===== src/rtl/uart_pkg.sv =====
// rtl/uart_pkg.sv - shared UART states and line-level constants
package uart_pkg;

    typedef enum logic [2:0] {
        IDLE   = 3'd0,
        START  = 3'd1,
        DATA   = 3'd2,
        PARITY = 3'd3,
        STOP   = 3'd4
    } uart_state_e;

    localparam int   DATA_BITS = 8;
    localparam logic START_LVL = 1'b0;
    localparam logic STOP_LVL  = 1'b1;
    localparam logic IDLE_LVL  = 1'b1;

endpackage


===== src/rtl/uart_baud_tick.sv =====
// rtl/uart_baud_tick.sv - bit-period counter with clear, pulses bit_tick on wrap
module uart_baud_tick #(
    parameter int CLKS_PER_BIT = 868
) (
    input  logic                            clock,
    input  logic                            reset_n,
    input  logic                            clear,
    output logic [$clog2(CLKS_PER_BIT)-1:0] count,
    output logic                            bit_tick
);

    localparam int CW = $clog2(CLKS_PER_BIT);
    localparam logic [CW-1:0] LAST = CW'(CLKS_PER_BIT - 1);

    // Count 0..CLKS_PER_BIT-1 and wrap; held at zero while cleared
    always_ff @(posedge clock or negedge reset_n) begin
        if (!reset_n) begin
            count <= '0;
        end else if (clear || count == LAST) begin
            count <= '0;
        end else begin
            count <= count + 1'b1;
        end
    end

    assign bit_tick = !clear && (count == LAST);

endmodule


===== src/rtl/uart_tx_framer.sv =====
// rtl/uart_tx_framer.sv - UART transmit framer, 8N1 or 8E1 when UART_TX_PARITY_EN is defined
module uart_tx_framer
    import uart_pkg::*;
#(
    parameter int CLKS_PER_BIT = 868
) (
    input  logic       clock,
    input  logic       reset_n,
    input  logic       tx_start,
    input  logic [7:0] data_in,
    output logic       tx_out,
    output logic       tx_busy,
    output logic       tx_done
);

    localparam int CW = $clog2(CLKS_PER_BIT);
    localparam logic [CW-1:0] PRE_LAST = CW'(CLKS_PER_BIT - 2);
    localparam logic [2:0] LAST_BIT  = 3'(DATA_BITS - 1);
    localparam logic [2:0] ST_IDLE   = IDLE;
    localparam logic [2:0] ST_START  = START;
    localparam logic [2:0] ST_DATA   = DATA;
    localparam logic [2:0] ST_STOP   = STOP;
`ifdef UART_TX_PARITY_EN
    localparam logic [2:0] ST_PARITY = PARITY;
    logic parity_bit;
`endif

    logic [2:0]    state;
    logic [7:0]    shift;
    logic [2:0]    bit_cnt;
    logic [CW-1:0] baud_cnt;
    logic          bit_tick;
    logic          baud_clear;

    // The bit timer only runs while a frame is in flight
    assign baud_clear = (state == ST_IDLE);

    uart_baud_tick #(
        .CLKS_PER_BIT(CLKS_PER_BIT)
    ) u_baud_tick (
        .clock    (clock),
        .reset_n  (reset_n),
        .clear    (baud_clear),
        .count    (baud_cnt),
        .bit_tick (bit_tick)
    );

    // Frame sequencer; tx_out is loaded with the level of the state being entered
    always_ff @(posedge clock or negedge reset_n) begin
        if (!reset_n) begin
            state   <= ST_IDLE;
            shift   <= '0;
            bit_cnt <= '0;
            tx_out  <= IDLE_LVL;
            tx_busy <= 1'b0;
            tx_done <= 1'b0;
`ifdef UART_TX_PARITY_EN
            parity_bit <= 1'b0;
`endif
        end else begin
            // Look one cycle ahead so tx_done lands in the final stop-bit cycle
            tx_done <= (state == ST_STOP) && (baud_cnt == PRE_LAST);
            case (state)
                ST_IDLE: begin
                    tx_out <= IDLE_LVL;
                    if (tx_start) begin
                        shift   <= data_in;
                        bit_cnt <= '0;
                        state   <= ST_START;
                        tx_out  <= START_LVL;
                        tx_busy <= 1'b1;
`ifdef UART_TX_PARITY_EN
                        parity_bit <= ^data_in;
`endif
                    end
                end
                ST_START: begin
                    if (bit_tick) begin
                        state  <= ST_DATA;
                        tx_out <= shift[0];
                    end
                end
                ST_DATA: begin
                    if (bit_tick) begin
                        if (bit_cnt == LAST_BIT) begin
`ifdef UART_TX_PARITY_EN
                            state  <= ST_PARITY;
                            tx_out <= parity_bit;
`else
                            state  <= ST_STOP;
                            tx_out <= STOP_LVL;
`endif
                        end else begin
                            bit_cnt <= bit_cnt + 3'd1;
                            shift   <= shift >> 1;
                            tx_out  <= shift[1];
                        end
                    end
                end
`ifdef UART_TX_PARITY_EN
                ST_PARITY: begin
                    if (bit_tick) begin
                        state  <= ST_STOP;
                        tx_out <= STOP_LVL;
                    end
                end
`endif
                ST_STOP: begin
                    if (bit_tick) begin
                        state   <= ST_IDLE;
                        tx_out  <= IDLE_LVL;
                        tx_busy <= 1'b0;
                    end
                end
                default: begin
                    state   <= ST_IDLE;
                    tx_out  <= IDLE_LVL;
                    tx_busy <= 1'b0;
                end
            endcase
        end
    end

endmodule


===== config.mk =====
export PLATFORM = sky130hd
export DESIGN_NAME = uart_tx_framer
export DESIGN_NICKNAME = d
export VERILOG_FILES = /design/src/rtl/uart_pkg.sv /design/src/rtl/uart_baud_tick.sv /design/src/rtl/uart_tx_framer.sv
export SDC_FILE = /design/constraint.sdc
export NUM_CORES = 1
export LEC_CHECK = 0
export BUFFER_PORTS_ARGS = -buffer_cell sky130_fd_sc_hd__buf_4
export CAP_MARGIN = 25
export CORE_MARGIN = 1.5
export CORE_UTILIZATION = 57
export CTS_CLUSTER_DIAMETER = 150
export CTS_CLUSTER_SIZE = 14
export DETAILED_ROUTE_END_ITERATION = 12
export PLACE_DENSITY_LB_ADDON = 0.2
export RECOVER_POWER = 50
export SYNTH_ARGS = -nofsm -noshare
export SYNTH_HDL_FRONTEND = slang
export SYNTH_SLANG_ARGS = --single-unit

===== constraint.sdc =====
create_clock -name clock -period 2.3 [get_ports clock]
set_input_delay 0 -clock clock [delete_from_list [all_inputs] [get_ports clock]]
set_output_delay 0 -clock clock [all_outputs]
set_load 0.05 [all_outputs]

==> impl_metrics.csv, run 1 <==
group,metric,value,unit
outcome,status,"complete, no violations",
worst_setup_path,critical_path_s_slowest_cell,"sky130_fd_sc_hd__dfrtp_1",
placement,dp.final_hpwl,1780,um
worst_setup_path,timing.critical_path.cells,"nor4b_2 > and4_1 > a31o_4 > mux2_2",
synth,mean_instance_size_in_the_synthesized_netlist,11.3,um^2
worst_setup_path,worst_r2r_path_depth,4,
synth,synth_edf_count,0,
global_routing,vias_in_the_first_global_route,988,
worst_setup_path,crit_cells,4,
sta,report.final.setup_viol,0,
drt,routed-via-count,959,
global_routing,grt_remaining_overflow,0,
sta,slew_at_the_pin_closest_to_its_max_slew_limit,1400,ps
final_layout,antenna_diode_instance_count,0,
worst_setup_path,reg2reg_slack,520,ps
final_layout,final_cell_mix,"26 x sky130_fd_sc_hd__dfrtp_1, 14 x sky130_fd_sc_hd__buf_4, 12 x sky130_fd_sc_hd__nor2_1",
synth,yosys_most_used_dff,"sky130_fd_sc_hd__dfrtp_1",
drt,postRouteAntennaNets,0,
sta,finalSetupTns,0,ps
sta,grt_setup_unrepaired,"false",
die,die-height,53.3,um
die,count_of_boundary_i_o_pins,14,
final_layout,mostFrequentLayoutCell,"sky130_fd_sc_hd__dfrtp_1",
die,core.rowCount,18,
synth,synth.net_count,143,
worst_setup_path,timing.critical_path.max_delay_family,"simple AND/OR/NAND/NOR gates",
min_path,timing.hold.worst_path_depth,3,
global_routing,grt_start_max_net_pins,28,
sta,timing.final.ws_setup,522,ps
global_routing,antenna_found_initial,0,
worst_setup_path,critical_path_class,"register to register",
sta,hold_viol_final,0,
synth,synthCells,128,
placement,routabilityCongestion,0.709,
sta,final-max-slew-violation-count,0,
worst_setup_path,crit-reg2reg-capture,"shift[0]$_DFFE_PN0P_",
min_path,min-delay-path-class,"input port to register",
die,core_area,2430,um^2
sta,period_needed,1780,ps
clock_network,cts_inserted_buffers,3,
pwr,static_leakage,0.679,nW
clock_network,tritoncts,"built",
clock_network,clock_tree.root_cell,"sky130_fd_sc_hd__clkbuf_4",
final_layout,fillcell_total,195,
drt,routed_wire_length_per_instance,13.7,um
clock_network,cts.path.max_buffers,2,
synth,synthesis.area,1440,um^2
drt,vias_per_cell,5.48,
drt,drt_wl_total,2400,um
worst_setup_path,critPathMaxStageDelay,450,ps
global_routing,grt_pass1_wl,4330,um
final_layout,layout.core_utilization,0.654,
placement,post-place-ws,545,ps
synth,ys_seq_area_frac,0.470,
worst_setup_path,cp_num_buf_inv,0,
global_routing,global_route.usage.total,0.206,
final_layout,syn2layout_area_growth,10.4,%
worst_setup_path,timing.critical_path.to_type,"register",
drt,drt_first_pass_iters,4,
pwr,cellPowerDensity,679,nW/um^2
sta,final.period_utilization,0.773,
sta,slew-limit-headroom,0.0647,
min_path,worst_hold_path.endpoint,"shift[3]$_DFFE_PN0P_",
clock_network,clk_latency,310,ps
worst_setup_path,critPathArrivalTime,1980,ps
pwr,peakVddDrop,0.000489,V
synth,yosysWarnings,0,
synth,synth_seq_cells,27,
synth,postSynth.asyncResetShare,1.00,
clock_network,tritoncts_num_sinks,27,
worst_setup_path,critical_path_required,2500,ps
final_layout,nNetsFinal,161,
clock_network,clkSlewWorstSetupHoldPaths,150,ps
drt,detail_route.drc_violations,0,
sta,worst_clock_skew,12.4,ps
die,floorplan.die_area,2840,um^2
die,initial_core_utilization,0.592,
worst_setup_path,worstSetupStartpointType,"register",
synth,synthDistinctLibCells,37,
clock_network,cts_htree_levels,1,
sta,max_freq,562,MHz
final_layout,drive_above_1_share,0.269,
die,die_width,53.3,um
min_path,startpoint_of_the_lowest_slack_hold_path,"data_in[3]",
clock_network,post_cts.repair.setup_buffers,0,
drt,dr.first_iter.drc_count,4,
placement,portBuffers,13,
run,max_cap_viol_count,0,
worst_setup_path,critPathMaxFanout,11,
worst_setup_path,r2r-start,"u_baud_tick.count[4]$_DFF_PN0_",
## flip-flops by register name (all words and copies together) (netlist names)
signal / cells
u_baud_tick.count: 10
shift: 8
bit_cnt: 3
state: 3
tx_busy: 1
tx_done: 1
tx_out: 1
## kinds of logic (layout without fill, tap and decap cells)
family / count (synthesis) / count (layout) / share of synthesized area
AND/OR/NAND/NOR: 43 / 43 / 0.167
flip-flops: 27 / 27 / 0.470
multiplexers: 17 / 17 / 0.146
AO/OA/AOI/OAI: 14 / 14 / 0.0678
buffers and inverters: 14 / 31 / 0.0599
XOR/XNOR: 9 / 9 / 0.0547
adder cells (fa/ha/maj): 4 / 4 / 0.0348
## tightest hold or removal path: cells and delay by family
kind | cells | cell delay, ps
buf+inv | 1 | 70
mux | 2 | 260
## cell type report
type | instances | area [um^2] | area share
Tap cell | 30 | 37.5 | 0.0236
Timing Repair Buffer | 19 | 143 | 0.0897
Multi-Input combinational cell | 87 | 677 | 0.426
Sequential cell | 27 | 677 | 0.426
Inverter | 8 | 30.0 | 0.0189
Clock buffer | 4 | 26.3 | 0.0165
## synthesized netlist by cell type (3+ instances only)
master                     n  area [um^2]
sky130_fd_sc_hd__a21oi_1   4         20.0
sky130_fd_sc_hd__dfrtp_1  26          651
sky130_fd_sc_hd__ha_1      4         50.1
sky130_fd_sc_hd__inv_1     8         30.0
sky130_fd_sc_hd__mux2_2    8         90.1
sky130_fd_sc_hd__mux2_4    6         90.1
sky130_fd_sc_hd__mux2i_1   3         30.0
sky130_fd_sc_hd__nand2_1   6         22.5
sky130_fd_sc_hd__nand3_1   6         30.0
sky130_fd_sc_hd__nor2_1   12         45.0
sky130_fd_sc_hd__nor3_1    4         20.0
sky130_fd_sc_hd__o21ai_0   5         25.0
sky130_fd_sc_hd__xnor2_1   6         52.6
sky130_fd_sc_hd__xor2_1    3         26.3
## routing by layer
| layer | GRT usage | share of wire |
|---|---|---|
| met2 | 0.340 | 0.48 |
| met4 | 0.0385 | 0.0067 |
| met5 | 0 | 0 |
| met1 | 0.291 | 0.49 |
| met3 | 0.0254 | 0.019 |
## worst max path at each step
| stage | from | endpoint | slack, ps |
|---|---|---|---|
| 5_1_grt | u_baud_tick.count[4]$_DFF_PN0_ | shift[0]$_DFFE_PN0P_ | 430 |
| 3_3_place_gp | u_baud_tick.count[4]$_DFF_PN0_ | shift[0]$_DFFE_PN0P_ | 600 |
| 2_1_floorplan | state[2]$_DFFE_PN0P_ | shift[3]$_DFFE_PN0P_ | 550 |
| 3_5_place_dp | u_baud_tick.count[4]$_DFF_PN0_ | shift[0]$_DFFE_PN0P_ | 540 |
| 4_1_cts | u_baud_tick.count[4]$_DFF_PN0_ | shift[0]$_DFFE_PN0P_ | 510 |
| 6_report | u_baud_tick.count[4]$_DFF_PN0_ | shift[0]$_DFFE_PN0P_ | 520 |
## repair_timing
action,in CTS,in global routing
gates resized for setup,0,0
hold buffers,3,0
setup endpoints to repair,0,0
endpoints found under the hold margin,29,0
## power breakdown
group / switching, W / internal [W]
logic: 0.000108 / 0.000122
registers: 0.0000891 / 0.000561
clock network: 0.000132 / 0.0000676
total: 0.000328 / 0.000751
## metrics by stage
step,total power (W),std cells,area [um^2],hold slack (ps)
2_1_floorplan,0.000815,128,1440,-296
3_3_place_gp,0.000875,168,1540,-74.3
3_5_place_dp,0.000892,168,1540,-71.7
4_1_cts,0.00109,175,1600,45.9
5_1_grt,0.00115,175,1590,34.6
6_report,0.00108,175,1590,45.1
(Power assumes the default switching activity.)
==> inputs of run 2 (changes only) <==
--- a/config.mk
+++ b/config.mk
@@ -5,6 +5,7 @@
 export SDC_FILE = /design/constraint.sdc
 export NUM_CORES = 1
 export LEC_CHECK = 0
+export ABC_AREA = 1
 export BUFFER_PORTS_ARGS = -buffer_cell sky130_fd_sc_hd__buf_4
 export CAP_MARGIN = 25
 export CORE_MARGIN = 1.5
==> constraint.sdc (replaced) <==
create_clock -name clock -period 1.7 [get_ports clock]
set_input_delay 0 -clock clock [delete_from_list [all_inputs] [get_ports clock]]
set_output_delay 0 -clock clock [all_outputs]
set_load 0.05 [all_outputs]
==> run 2 against run 1 <==
First-iteration DRC count increased to 6.8 times the previous value; die area increased by 1.2%; combinational power increased to 5.2 times the previous value; power increased by 130%; core utilization increased by 2.9 points; register-to-register slack got worse by 350 ps; count of clock-buffer cells in the layout unchanged; critical endpoint is now shift[6]$_DFFE_PN0P_; worst setup slack got worse by 350 ps; clock skew decreased by 8.7 ps; synthesized cell count increased by 45%.
==> impl_metrics.csv, run 2 <==
group,metric,value,unit
outcome,status,"complete, no violations",
synth,synth_seq_cells,27,
synth,synthCells,186,
sta,max_freq,653,MHz
drt,vias_per_cell,5.17,
worst_setup_path,timing.critical_path.to_type,"register",
drt,dr.first_iter.drc_count,27,
drt,drt_first_pass_iters,4,
clock_network,post_cts.repair.setup_buffers,0,
final_layout,largestRegisters,"u_baud_tick.count: 10 flops, shift: 8 flops",
die,die_width,53.6,um
clock_network,cts.path.max_buffers,2,
die,count_of_boundary_i_o_pins,14,
final_layout,fillcell_total,197,
final_layout,largest_reg_flops,10,
global_routing,grt_start_max_net_pins,28,
synth,portion_of_synthesized_cell_area_occupied_by_the_leading_cell_type,0.446,
clock_network,clock_tree.root_cell,"sky130_fd_sc_hd__clkbuf_4",
sta,final-max-slew-violation-count,0,
die,initial_core_utilization,0.594,
drt,postRouteAntennaNets,0,
sta,finalSetupTns,0,ps
worst_setup_path,cp_num_buf_inv,2,
drt,routed_wire_length_per_instance,11.8,um
drt,routed-via-count,1236,
sta,grt_setup_unrepaired,"false",
synth,synth.net_count,201,
worst_setup_path,critical_path_s_slowest_cell,"sky130_fd_sc_hd__dfrtp_1",
clock_network,cts_htree_levels,1,
final_layout,syn2layout_area_growth,14.8,%
placement,routabilityCongestion,0.824,
run,max_cap_viol_count,0,
final_layout,nNetsFinal,225,
final_layout,mostFrequentLayoutCell,"sky130_fd_sc_hd__nand2_1",
synth,synthDistinctLibCells,23,
synth,synthesis.area,1460,um^2
placement,placed_cells,229,
die,die-height,53.6,um
final_layout,final_cell_mix,"66 x sky130_fd_sc_hd__nand2_1, 26 x sky130_fd_sc_hd__dfrtp_1, 22 x sky130_fd_sc_hd__nand3_1",
die,core_area,2450,um^2
worst_setup_path,critPathMaxStageDelay,420,ps
final_layout,antenna_diode_instance_count,0,
global_routing,vias_in_the_first_global_route,1154,
final_layout,sequential_cell_area,677,um^2
clock_network,clkSlewWorstSetupHoldPaths,140,ps
clock_network,tritoncts_num_sinks,27,
global_routing,grt_remaining_overflow,0,
worst_setup_path,critPathMaxFanout,11,
sta,final.period_utilization,0.901,
die,core.rowCount,18,
placement,portBuffers,13,
worst_setup_path,worstSetupStartpointType,"register",
synth,yosysWarnings,0,
synth,synth_edf_count,0,
synth,ys_seq_area_frac,0.464,
synth,synthTopCellsByCount,"67 x sky130_fd_sc_hd__nand2_1, 26 x sky130_fd_sc_hd__dfrtp_1, 22 x sky130_fd_sc_hd__nand3_1, 16 x sky130_fd_sc_hd__nor2_1, 15 x sky130_fd_sc_hd__inv_1",
final_layout,multi_input_area,681,um^2
worst_setup_path,timing.critical_path.mode_cell,"sky130_fd_sc_hd__ha_1",
sta,period_needed,1530,ps
clock_network,tritoncts,"built",
global_routing,grt_pass1_wl,4910,um
worst_setup_path,timing.critical_path.cells,"ha_1 > ha_1 > inv_1 > nand2_4 > a21oi_4 > buf_4 > nand3_1 > nand2_1",
synth,postSynth.asyncResetShare,1.00,
synth,yosys_most_used_dff,"sky130_fd_sc_hd__dfrtp_1",
drt,drt_wl_total,2830,um
min_path,min-delay-path-class,"input port to register",
sta,worst_clock_skew,3.73,ps
pwr,peakVddDrop,0.00119,V
global_routing,antenna_found_initial,0,
final_layout,drive_above_1_share,0.144,
worst_setup_path,critical_path_class,"register to register",
worst_setup_path,timing.critical_path.max_delay_family,"flip-flops",
worst_setup_path,critPathArrivalTime,1810,ps
final_layout,finalNonFillerCells,239,
sta,hold_viol_final,0,
drt,detail_route.drc_violations,0,
sta,slew_at_the_pin_closest_to_its_max_slew_limit,671,ps
pwr,static_leakage,0.867,nW
final_layout,final_area,1680,um^2
final_layout,regMostFlops,"u_baud_tick.count",
die,floorplan.die_area,2870,um^2
global_routing,global_route.usage.total,0.234,
synth,synth_most_common_cell,"sky130_fd_sc_hd__nand2_1",
synth,mean_instance_size_in_the_synthesized_netlist,7.84,um^2
sta,report.final.setup_viol,0,
clock_network,cts_inserted_buffers,3,
placement,dp.final_hpwl,1990,um
pwr,cellPowerDensity,1450,nW/um^2
sta,slew-limit-headroom,0.553,
clock_network,clk_latency,320,ps
worst_setup_path,critical_path_required,1980,ps
synth,synth_area_leaders,"sky130_fd_sc_hd__dfrtp_1 45%, sky130_fd_sc_hd__nand2_1 17%, sky130_fd_sc_hd__nand3_1 7.5%",
synth,netlist.top_cell.by_area,"sky130_fd_sc_hd__dfrtp_1",
placement,placed_area,1590,um^2
==> run 2: worst register-to-register path, stage by stage, from the launching register on <==
cell                      delay (ps)
sky130_fd_sc_hd__dfrtp_1         420
sky130_fd_sc_hd__ha_1            200
sky130_fd_sc_hd__ha_1            190
sky130_fd_sc_hd__inv_1           110
sky130_fd_sc_hd__nand2_4          80
sky130_fd_sc_hd__a21oi_4         130
sky130_fd_sc_hd__buf_4           200
sky130_fd_sc_hd__nand3_1          90
sky130_fd_sc_hd__nand2_1          70
==> run 2: final cells by class <==
| type | instances | area share |
|---|---|---|
| inverter | 18 | 0.0433 |
| tap | 30 | 0.0224 |
| clock buffer | 4 | 0.0157 |
| sequential | 27 | 0.404 |
| timing repair buffer | 23 | 0.108 |
| multi-input combinational | 137 | 0.406 |
==> run 2: kinds of logic after synthesis <==
group,after synthesis,synth area share
simple gates,122,0.377
compound gates,8,0.0352
buf+inv,22,0.0712
flops,27,0.464
xor+xnor,3,0.0180
fa+ha+maj,4,0.0343
==> run 2: path summary, 6_finish.rpt <==
check	from	endpoint	slack, ps	cells after the start
min in group asynchronous	reset_n	u_baud_tick.count[3]$_DFF_PN0_	220	2
hold / removal	data_in[1]	shift[1]$_DFFE_PN0P_	5	5
setup / recovery	bit_cnt[0]$_DFFE_PN0P_	shift[6]$_DFFE_PN0P_	170	8
setup reg to reg	bit_cnt[0]$_DFFE_PN0P_	shift[6]$_DFFE_PN0P_	170	8
hold reg to reg	shift[7]$_DFFE_PN0P_	shift[7]$_DFFE_PN0P_	490	2
max in group asynchronous	reset_n	u_baud_tick.count[8]$_DFF_PN0_	1050	2
==> run 2: what timing repair did <==
action                     CTS  global route
setup endpoints to repair    0            11
hold buffers                 6             0
resized for setup            0             1
hold endpoints to repair    32             0
==> run 2: per-stage QoR <==
step / util / setup WS, ps / total power (W) / hold WS (ps)
floorplan: - / 244 / 0.00189 / -296
global route: 0.682 / 61.1 / 0.00265 / 1.33
CTS: 0.684 / 70.0 / 0.00244 / 4.53
global placement: 0.649 / 140 / 0.00209 / -73.6
finish: 0.682 / 168 / 0.00243 / 5.47
detailed placement: 0.649 / 84.3 / 0.00215 / -63.7
==> run 2: where the power goes <==
part	total (W)	switching, W	internal [W]
clock	0.000276	0.000184	0.0000920
sequential	0.000957	0.000121	0.000837
combinational	0.00120	0.000785	0.000415
total	0.00243	0.00109	0.00134
==> run 2: routing by layer <==
metal | track usage | wire length, um
met5 | 0 | 0
met4 | 0.0940 | 36
met3 | 0.0389 | 102
met2 | 0.381 | 1350
met1 | 0.312 | 1330
